--- config.mk ---
export PLATFORM = sky130hd
export DESIGN_NAME = apb4_spi_arb
export DESIGN_NICKNAME = d
export VERILOG_FILES = /design/src/rtl/apb4_spi_arb.sv
export SDC_FILE = /design/constraint.sdc
export NUM_CORES = 1
export LEC_CHECK = 0
export ABC_AREA = 0
export ABC_CLOCK_PERIOD_IN_PS = 3100
export BUFFER_PORTS_ARGS = -buffer_cell sky130_fd_sc_hd__buf_2
export CORE_AREA = 2 2 96 98
export DETAILED_ROUTE_END_ITERATION = 12
export DIE_AREA = 0 0 98 100
export PLACE_DENSITY = 0.72
export SKIP_CTS_REPAIR_TIMING = 1
export SLEW_MARGIN = 30
export SYNTH_ARGS = -nofsm -noshare
export SYNTH_HDL_FRONTEND = slang
export SYNTH_SLANG_ARGS = --single-unit
--- constraint.sdc ---
create_clock -name pclk -period 3.1 [get_ports pclk]
set_input_delay 0.31 -clock pclk [delete_from_list [all_inputs] [get_ports pclk]]
set_output_delay 0.31 -clock pclk [all_outputs]
set_load 0.05 [all_outputs]
--- src/rtl/apb4_spi_arb.sv ---
// Shares one APB4 SPI master port between N_REQ requesters: round-robin with ownership lock, ACCESS timeout, irq steering.
// Latency: IDLE->SETUP->ACCESS, min 3 cycles per access; losers and locked-out requesters are held with pready low.
module apb4_spi_arb #(
  parameter int N_REQ   = 2,
  parameter int ADDR_W  = 12,
  parameter int TIMEOUT = 1024
) (
  input  logic                    pclk,
  input  logic                    presetn,
  input  logic [N_REQ-1:0]        s_psel,
  input  logic [N_REQ-1:0]        s_penable,
  input  logic [N_REQ-1:0]        s_pwrite,
  input  logic [N_REQ*ADDR_W-1:0] s_paddr,
  input  logic [N_REQ*32-1:0]     s_pwdata,
  input  logic [N_REQ-1:0]        s_lock,
  output logic [N_REQ*32-1:0]     s_prdata,
  output logic [N_REQ-1:0]        s_pready,
  output logic [N_REQ-1:0]        s_pslverr,
  output logic                    m_psel,
  output logic                    m_penable,
  output logic                    m_pwrite,
  output logic [ADDR_W-1:0]       m_paddr,
  output logic [31:0]             m_pwdata,
  input  logic [31:0]             m_prdata,
  input  logic                    m_pready,
  input  logic                    m_pslverr,
  input  logic                    spi_irq_i,
  output logic [N_REQ-1:0]        irq_o
);

  localparam int IW = $clog2(N_REQ);
  localparam int TW = (TIMEOUT > 1) ? $clog2(TIMEOUT) : 1;
  localparam logic [TW-1:0] T_LAST = TW'((TIMEOUT > 0) ? TIMEOUT - 1 : 0);

  typedef enum logic [1:0] {IDLE, SETUP, ACCESS} state_t;

  state_t        state, state_nxt;
  logic [IW-1:0] owner, owner_nxt;
  logic [IW-1:0] rr_ptr, rr_ptr_nxt;
  logic          locked, locked_nxt;
  logic [TW-1:0] tcnt, tcnt_nxt;

  logic [N_REQ-1:0]   cand;
  logic [2*N_REQ-1:0] rot_dbl;
  logic [N_REQ-1:0]   rot;
  logic [IW-1:0]      off;
  logic [IW:0]        pick_sum;
  logic [IW:0]        inc_sum;
  logic [IW-1:0]      pick;
  logic               pick_vld;
  logic               tmo;
  logic               done;
  logic               active;

  logic [ADDR_W-1:0] paddr_a  [N_REQ];
  logic [31:0]       pwdata_a [N_REQ];

  // penable from requesters carries no information the arbiter needs
  logic unused_penable;
  assign unused_penable = ^s_penable;

  always_comb begin
    for (int i = 0; i < N_REQ; i++) begin
      paddr_a[i]  = s_paddr[i*ADDR_W +: ADDR_W];
      pwdata_a[i] = s_pwdata[i*32 +: 32];
    end
  end

  // Rotate candidates so bit 0 is the round-robin pointer, then take the lowest set bit
  always_comb begin
    cand = s_psel;
    if (locked && s_lock[owner]) begin
      cand        = '0;
      cand[owner] = s_psel[owner];
    end
    rot_dbl  = {cand, cand} >> rr_ptr;
    rot      = rot_dbl[N_REQ-1:0];
    pick_vld = 1'b0;
    off      = '0;
    for (int j = N_REQ - 1; j >= 0; j--) begin
      if (rot[j]) begin
        pick_vld = 1'b1;
        off      = IW'(j);
      end
    end
    pick_sum = {1'b0, rr_ptr} + {1'b0, off};
    if (pick_sum >= (IW+1)'(N_REQ)) pick_sum = pick_sum - (IW+1)'(N_REQ);
    pick = pick_sum[IW-1:0];
    inc_sum = {1'b0, owner} + (IW+1)'(1);
    if (inc_sum >= (IW+1)'(N_REQ)) inc_sum = '0;
  end

  assign active = (state != IDLE);
  assign tmo    = (TIMEOUT > 0) && (state == ACCESS) && !m_pready && (tcnt == T_LAST);
  assign done   = (state == ACCESS) && (m_pready || tmo);

  always_ff @(posedge pclk or negedge presetn) begin
    if (!presetn) begin
      state  <= IDLE;
      owner  <= '0;
      rr_ptr <= '0;
      locked <= 1'b0;
      tcnt   <= '0;
    end else begin
      state  <= state_nxt;
      owner  <= owner_nxt;
      rr_ptr <= rr_ptr_nxt;
      locked <= locked_nxt;
      tcnt   <= tcnt_nxt;
    end
  end

  always_comb begin
    state_nxt  = state;
    owner_nxt  = owner;
    rr_ptr_nxt = rr_ptr;
    locked_nxt = locked;
    tcnt_nxt   = tcnt;
    case (state)
      IDLE: begin
        if (locked && !s_lock[owner]) locked_nxt = 1'b0;
        if (pick_vld) begin
          owner_nxt = pick;
          state_nxt = SETUP;
        end
      end
      SETUP: begin
        tcnt_nxt  = '0;
        state_nxt = ACCESS;
      end
      ACCESS: begin
        tcnt_nxt = tcnt + TW'(1);
        if (done) begin
          state_nxt  = IDLE;
          tcnt_nxt   = '0;
          locked_nxt = s_lock[owner];
          if (!locked) rr_ptr_nxt = inc_sum[IW-1:0];
        end
      end
      default: state_nxt = IDLE;
    endcase
  end

  always_comb begin
    m_psel    = active;
    m_penable = (state == ACCESS);
    m_pwrite  = active && s_pwrite[owner];
    m_paddr   = active ? paddr_a[owner]  : '0;
    m_pwdata  = active ? pwdata_a[owner] : '0;
    s_prdata  = '0;
    s_pready  = '0;
    s_pslverr = '0;
    irq_o     = '0;
    for (int i = 0; i < N_REQ; i++) begin
      if ((state == ACCESS) && (owner == IW'(i))) begin
        s_pready[i]        = m_pready || tmo;
        s_pslverr[i]       = m_pslverr || tmo;
        s_prdata[i*32 +: 32] = tmo ? 32'h0 : m_prdata;
      end
      irq_o[i] = spi_irq_i && (owner == IW'(i));
    end
  end

endmodule

Yosys cells after proc, flatten, opt, wreduce, memory -nomap -nowiden
Index checks and enable logic that the tools add are counted.

Reductions and logical operators: 23. Magnitude comparators: 5. Multiplexer cells: 37. Add/sub/neg operators: 4. Bitwise gates (word level): 4. Shift-type cells: 1. Equal/unequal tests: 6.

Operator list (count): $mux W32 (7); $mux W12 (4); $pmux W10 S2 (1); $mux W1 (18); $logic_and A1 B1 Y1 (11); $add A10 B1 Y10 const B (1); $eq A10 B10 Y1 const B (1); $mux W10 (1); $ge A2 B2 Y1 const B (3); $mux W2 (3); $pmux W2 S3 (1); $reduce_and A3 Y1 (2); $reduce_bool A2 Y1 (3); $ne A2 B2 Y1 const B (2); $reduce_and A2 Y1 (2); $shr A4 B1 Y2 (1); $add A1 B1 Y2 (1); $add A1 B1 Y2 const B (1); $and A2 B2 Y2 (1); $eq A2 B1 Y1 const B (1); $eq A2 B2 Y1 const B (1); $logic_not A1 Y1 (2); $logic_not A2 Y1 (1); $logic_or A1 B1 Y1 (2); other kinds (8) (9).

Input bits: 133. Register bits: 15. Output and inout bits: 117.

Longest topological paths before layout
Gate-level depths: netlist (run 1).

Word-level depth: 12. Mapped depth: 6. Gate-level depth less buffers: 6.

Worst setup path before layout (run 1)
No wires, ideal clock.

Path kind: reg-to-output. Start point: register state[0]. End point: output s_prdata[33]. Required time: 2.790 ns. Path slack: 0.743 ns. Buffers on the path: 1. Arrival time: 2.047 ns. Cell stages (with the launch flop): 7. Cells stage by stage: dfrtp_1 inv_1 ha_1 nand2_1 nor2_1 clkbuf_1 and2_1.

Longest elaborated chain between the ends: 5. Elaborated cells between the ends (all ways): 6. Those cells by class: eq/ne (1); mux (2); reduce/logical (3).

RTL lines: start: declaration (RTL line 37) `state_t state, state_nxt;`; start signal: assignment (RTL line 105) `state <= state_nxt;`; $eq A2 B2 Y1 (*); via m_penable (RTL line 20) `output logic m_penable,`; $logic_and A1 B1 Y1 (2 in series) (RTL line 94) `assign tmo = (TIMEOUT > 0) && (state == ACCESS) && !m_pready && (tcnt == T_LAST);`; $mux W32 (RTL line 158) `s_prdata[i*32 +: 32] = tmo ? 32'h0 : m_prdata;`; $mux W32 (*) (RTL line 155) `if ((state == ACCESS) && (owner == IW'(i))) begin`; end: declaration (RTL line 16) `output logic [N_REQ*32-1:0] s_prdata,`.

Mark *: on every way through the listed nets, which the timed path passes. The rest lies on a longest branch.

Worst setup path after layout (run 1)
Start point: register tcnt[0]. End point: output s_prdata[22].

Longest elaborated chain between the ends: 4.

RTL lines: start: declaration (RTL line 41) `logic [TW-1:0] tcnt, tcnt_nxt;`; start signal: assignment (RTL line 109) `tcnt <= tcnt_nxt;`; $eq A10 B10 Y1 (RTL line 94); $logic_and A1 B1 Y1 (RTL line 94); $mux W32 (RTL line 158); $mux W32 (RTL line 155).

No other way between the ends.

==> results of run 1 <==
==> through the flow <==
stage | cells | utilization, %
detailed placement | 625 | 38.3
global placement | 625 | 38.3
global route | 630 | 38.9
finish | 631 | 38.9
CTS | 629 | 38.8
floorplan | 280 | -
==> kinds of logic (layout without fill, tap and decap cells) <==
| family | after synthesis | in the layout |
|---|---|---|
| other cells | 0 | 1 |
| compound gates | 32 | 32 |
| fa+ha+maj | 4 | 4 |
| simple gates | 158 | 158 |
| mux | 47 | 47 |
| xor+xnor | 1 | 1 |
| flops | 15 | 15 |
| buf+inv | 23 | 262 |
==> placed cells by master, fill, tap and decap left out, types with 5 or more instances in the layout <==
cell type / netlist / final
nand2_1: 9 / 9
nand2b_1: 7 / 7
and2_1: 65 / 65
mux2i_1: 46 / 46
nor2_1: 54 / 54
buf_2: 4 / 247
buf_4: 0 / 5
inv_1: 5 / 5
o21ai_0: 7 / 7
dfrtp_1: 15 / 14
nand3_1: 6 / 6
a21oi_1: 6 / 6
==> report_power, final <==
group,internal (mW),switching (mW)
clock network,0.0903,0.0737
logic,0.790,2.31
registers,0.236,0.0907
==> sequential cells by signal, indices dropped and copies added (netlist names) <==
name    count
rr_ptr      1
tcnt       10
locked      1
owner       1
state       2
==> worst max-delay path: stages (launching register included) <==
cell and delay [ns]:
dfrtp_1 0.41, ha_1 0.26, nand4_2 0.20, nor4_4 0.33, nor2_1 0.10, buf_4 0.22, and2_1 0.19, buf_2 0.21
==> worst max-delay path by stage <==
stage | start | to | slack [ns] | cells after the start
finish | tcnt[0] | s_prdata[22] | 0.61 | 7
CTS | tcnt[0] | s_prdata[15] | 0.63 | 7
detailed placement | tcnt[0] | s_prdata[25] | 0.92 | 7
floorplan | state[0] | s_prdata[33] | 0.74 | 6
global route | tcnt[0] | s_prdata[21] | 0.44 | 7
global placement | tcnt[0] | s_prdata[51] | 1.0 | 7
==> per-layer routing <==
| layer | GRT usage, % | vias to the layer above | share of wire [%] |
|---|---|---|---|
| met3 | 4.46 | 4 | 8.7 |
| met1 | 23.1 | 1289 | 47 |
| met4 | 1.28 | 2 | 0.14 |
| li1 | - | 1431 | - |
| met5 | 0 | - | 0.14 |
| met2 | 24.1 | 143 | 44 |
==> cell type report <==
cell class | count | area (um^2) | area share, %
Tap cell | 111 | 139 | 4.01
Clock buffer | 3 | 41.3 | 1.19
Clock inverter | 1 | 7.51 | 0.217
Timing Repair Buffer | 253 | 1280 | 37.1
Sequential cell | 15 | 377 | 10.9
Multi-Input combinational cell | 242 | 1590 | 46.0
Inverter | 5 | 18.8 | 0.542
Antenna cell | 1 | 2.50 | 0.0723
==> results by group, run 1 <==
Outcome
  – Outcome: finished, final reports clean

Global route
  – Largest net degree at the start of global routing: 44
  – Vias in the first global route: around 2500
  – First-pass GRT wire length: approximately 12000 um
  – GRT overflow: 0
  – GRT Util Overall: 15.8%
  – Initial antenna violation count: 3

Min path
  – Hold Path Origin: s_psel[1]
  – Worst hold stages: 3
  – Hold/Removal Path Class: in2reg
  – Hold worst-path end: owner

Timing
  – Min cycle time layout: 2.49 ns
  – Max Slew Vio Count: 0
  – Setup TNS: 0 ns
  – Fmax: 401 MHz
  – Layout Skew: 0.00546 ns
  – Unrepaired setup endpoints after global routing: no
  – Final hold vios: 0
  – Final period util: 80.4%
  – Tightest Pin Transition: 0.774 ns
  – Slew HR: 48.4%
  – Final WS setup: 0.609 ns
  – Hold WS: 0.343 ns
  – Final Setup Violations: 0

Floorplan
  – Die width: between 90 and 100 um
  – Height of the die: 100 um
  – Initial Utilization: 23.1%
  – I/O pin count: 250
  – Core ar.: between 8000 and 9000 um^2
  – Die area: 9800 um^2
  – Row count: 35

Critical path
  – Critical path class: reg2out
  – CP Launch Type: register
  – R2R setup slack: 1.00 ns
  – CP Capture Type: output pin
  – RR Startpoint: state[0]
  – CP arrival: ~2.2 ns
  – Reg-to-reg endpoint: state[1]
  – CP Data Required Time: around 2.8 ns
  – R2R cell count: 6
  – CP Max Fanout: 32

Clock tree
  – Clock Latency Late Sink: 0.25 ns
  – Longest Clk Path Bufs: 2
  – CTS Buf Count: 3
  – Clock slew at reported path FFs: 0.07 ns
  – CTS tree: yes
  – H-tree Lvls: 1
  – Clock Sinks: 15
  – CTS Root Cell: clkbuf_8

Logic synthesis
  – Cell variety after synth: 39
  – EDFF count, synth: 0
  – Synthesized cell area: 2060 um^2
  – Mux cell area share after synthesis: 22.9%
  – Largest area contributor in the netlist: mux2i_1
  – Synthesis-stage register bit count: 15
  – Synth top area share: around 22%
  – Post-Synth Adder-Cell Area: 2.43%
  – Syn nets: about 420
  – Cell with the most instances after synthesis: and2_1
  – Commonest cells post-synth: 65 x and2_1, 54 x nor2_1, 46 x mux2i_1
  – Avg Cell Area, Syn: 7.35 um^2
  – Synth area leaders: mux2i_1 22%, and2_1 20%, dfrtp_1 18%
  – Syn. warnings: 0
  – Post-Synth XOR/XNOR Area: less than 1%
  – Synth Area in Simple Gates: about two fifths
  – Post-Synthesis Cells: 280
  – Synth Flop Type: dfrtp_1
  – Seq/Total Area, Yosys: 18.2%
  – Main combinational cell family by area after synthesis: simple AND/OR/NAND/NOR gates
  – Asr flop ratio synth: 100%
  – Complex-gate fraction of the synthesized area: 9.98%

Final layout
  – Share of cells above drive strength 1: 50.5%
  – Layout net count: between 600 and 700
  – Area grow syn2layout: 68.3%
  – Post-route cell area: roughly 3500 um^2
  – # fillers: just over 900

Place
  – RD Place Congestion: just over 0.8
  – Port bufs: 247
  – Post-Place Setup Slack: 0.917 ns
  – DP Area: 3400 um^2
  – Detail Placement HPWL: 7460 um

Routing
  – Vias/cell: between 4 and 5
  – Residual DRC: 0
  – Initial DRC count: 71
  – Avg WL per Cell: approximately 14 um
  – Routed Antenna Nets: 0
  – Routed wire length: 8670 um
  – Initial DRT Pass Iterations: 4
  – Vias after detailed routing: ~2900

Power
  – IR drop worst, VDD: 0.000957 V
  – Leak: 2.12 nW
  – Final Total Pwr: around 3.6 mW
  – Cell Pwr Density: 1040 nW/um^2

Run
  – # Max-Cap Violations: 0
Note: power is estimated with default switching activity, not from simulation.
==> run 2: changes to the inputs <==
- ABC_CLOCK_PERIOD_IN_PS: 3100 -> 2500
- clock period: 3.1 -> 2.5 ns (I/O delays scaled with it)
==> run 2 against run 1 <==
- combinational power grew 27%
- largest cell class unchanged
- routed wire length grew 1.5%
- sequential power grew 10%
==> results by group, run 2 (synthesis results as in run 1) <==
Outcome
  – Outcome: finished, final reports clean

Final layout
  – Area grow syn2layout: 69.9%
  – Post-route cell area: 3490 um^2 (+0.94%)
  – # fillers: 931 (+0.32%)
  – Commonest non-fill, non-tap cell in the layout: buf_2
  – Layout net count: 658 (+0.15%)
  – Largest registers: tcnt x10, state x2
  – Largest register FFs: 10 (unchanged)
  – Top reg by flops: tcnt
  – Most frequent cells in the layout: 247 x buf_2, 65 x and2_1, 54 x nor2_1
  – Share of cells above drive strength 1: 51.0% (+0.48 points)

Critical path
  – Critical path class: reg2out
  – CP Capture Type: output pin
  – CP Launch Type: register
  – Largest delay share family, worst path: simple AND/OR/NAND/NOR gates
  – CP cell instances: ha_2, nand4_2, nor4_4, nor2_1, buf_4, and2_1, buf_2
  – Critical path's slowest cell: dfrtp_1
  – CP Data Required Time: 2.25 ns (-0.54 ns)
  – RR Startpoint: state[0]
  – CP max stage delay: 0.41 ns (about the same)
  – CP arrival: 2.08 ns (-0.10 ns)
  – Critical Path Source: tcnt[0]
  – CP Max Fanout: 32 (unchanged)
  – Worst Path Buf+Inv: 2 (unchanged)

Timing
  – Final period util: 93.2%
  – Setup TNS: 0 ns (unchanged)
  – Unrepaired setup endpoints after global routing: no
  – Final hold vios: 0 (unchanged)
  – Fmax: 429 MHz
  – Tightest Pin Transition: 0.572 ns (-0.202 ns)
  – Min cycle time layout: 2.33 ns
  – Layout Skew: 0.00939 ns (+0.00393 ns)
  – Max Slew Vio Count: 0 (unchanged)
  – Final Setup Violations: 0 (unchanged)
  – Slew HR: 61.9% (+13 points)
  – Final WS setup: 0.171 ns (-0.438 ns)

Routing
  – Top Layer Used: met5
  – Vias/cell: 4.56 (+0.37%)
  – Metal2 WL: 3910 um (+1.4%)
  – Routed wire length: 8800 um (+1.5%)
  – Met3 WL: 865 um (+15%)
  – Routed Antenna Nets: 0 (unchanged)
  – Met1 wire length: 3930 um (-2.8%)
  – Vias after detailed routing: 2898 (+1.0%)
  – Avg WL per Cell: 13.9 um (+0.84%)
  – Initial DRC count: 100 (+41%)
  – Initial DRT Pass Iterations: 4 (unchanged)
  – Residual DRC: 0 (unchanged)

Global route
  – Vias in the first global route: 2590 (+3.9%)
  – GRT overflow: 0 (unchanged)
  – Initial antenna violation count: 5 (+2)
  – GRT Util Overall: 16.1% (+0.32 points)
  – First-pass GRT wire length: 12800 um (+2.7%)
  – Largest net degree at the start of global routing: 50 (+14%)

Min path
  – Hold/Removal Path Class: in2reg
  – Hold Path Origin: s_psel[1]

Clock tree
  – H-tree Lvls: 1 (unchanged)
  – Clock Latency Late Sink: 0.26 ns (about the same)
  – Clock slew at reported path FFs: 0.07 ns (about the same)
  – CTS Buf Count: 3 (unchanged)
  – Clock Sinks: 15 (unchanged)
  – CTS tree: yes
  – CTS Root Cell: clkbuf_8
  – Longest Clk Path Bufs: 2 (unchanged)

Place
  – Post-Place Setup Slack: 0.418 ns (-0.499 ns)
  – DP Area: 3420 um^2 (+0.59%)
  – RD Place Congestion: 0.783 (-2.8%)
  – Port bufs: 247 (unchanged)
  – Detail Placement HPWL: 7540 um (+1.0%)

Run
  – # Max-Cap Violations: 0 (unchanged)

Power
  – IR drop worst, VDD: 0.00115 V (+20%)
  – Leak: 2.12 nW (+0.21%)
  – Cell Pwr Density: 1290 nW/um^2 (+24%)

Floorplan
  – Initial Utilization: 23.1% (unchanged)
  – Row count: 35 (unchanged)
  – Height of the die: 100 um (unchanged)
  – Die width: 98 um (unchanged)
  – Core ar.: 8890 um^2 (unchanged)
  – Die area: 9800 um^2 (unchanged)
  – I/O pin count: 250 (unchanged)
[run 2: cell count changes in the layout (fill, tap and decap cells not counted)]
| cell | change |
|---|---|
| ha_2 | +2 |
| buf_12 | +1 |
| diode_2 | +3 |
| ha_1 | -2 |
[run 2: metrics by stage]
stage,utilization [%],hold slack (ns),total power [mW],std cells
final,39.3,0.281,4.51,635
after global routing,39.2,0.294,4.76,631
after CTS,39.0,-0.102,4.53,630
after detailed placement,38.5,0.178,4.31,626
after global placement,38.5,0.169,4.28,626
after floorplan,-,-0.0456,3.43,280
[run 2: area by class of cell]
type	count	area (um^2)	area share (%)
multi-input combinational	242	1600	45.7
timing repair buffer	254	1300	37.3
sequential	15	377	10.8
tap	111	139	3.97
clock buffer	3	41.3	1.18
inverter	5	18.8	0.537
antenna	4	10.0	0.286
clock inverter	1	7.51	0.215
[run 2: worst register-to-register path, stage by stage (launching register included)]
cell and delay, ns:
dfrtp_1 0.39, inv_1 0.11, ha_2 0.29, nor2b_1 0.37, o31a_1 0.33, a21oi_1 0.08
mux2_1 0.31
[run 2: worst paths after layout]
check | end | slack (ns) | cells past startpoint
max in group asynchronous | owner | 1.80 | 2
max reg2reg | state[1] | 0.52 | 6
min in group asynchronous | tcnt[3] | 0.43 | 2
min | owner | 0.28 | 3
min reg2reg | rr_ptr | 0.53 | 2
max | s_prdata[15] | 0.17 | 7
[run 2: routing by layer]
metal	up-vias	GRT usage (%)
met1	1301	22.1
met3	10	5.92
li1	1440	-
met4	2	2.67
met5	-	0
met2	145	24.7
[run 2: where the power goes]
group | switching, mW | internal (mW) | total, mW
clock network | 0.0962 | 0.112 | 0.209
registers | 0.0661 | 0.293 | 0.359
logic | 2.93 | 1.01 | 3.94
total | 3.09 | 1.41 | 4.51
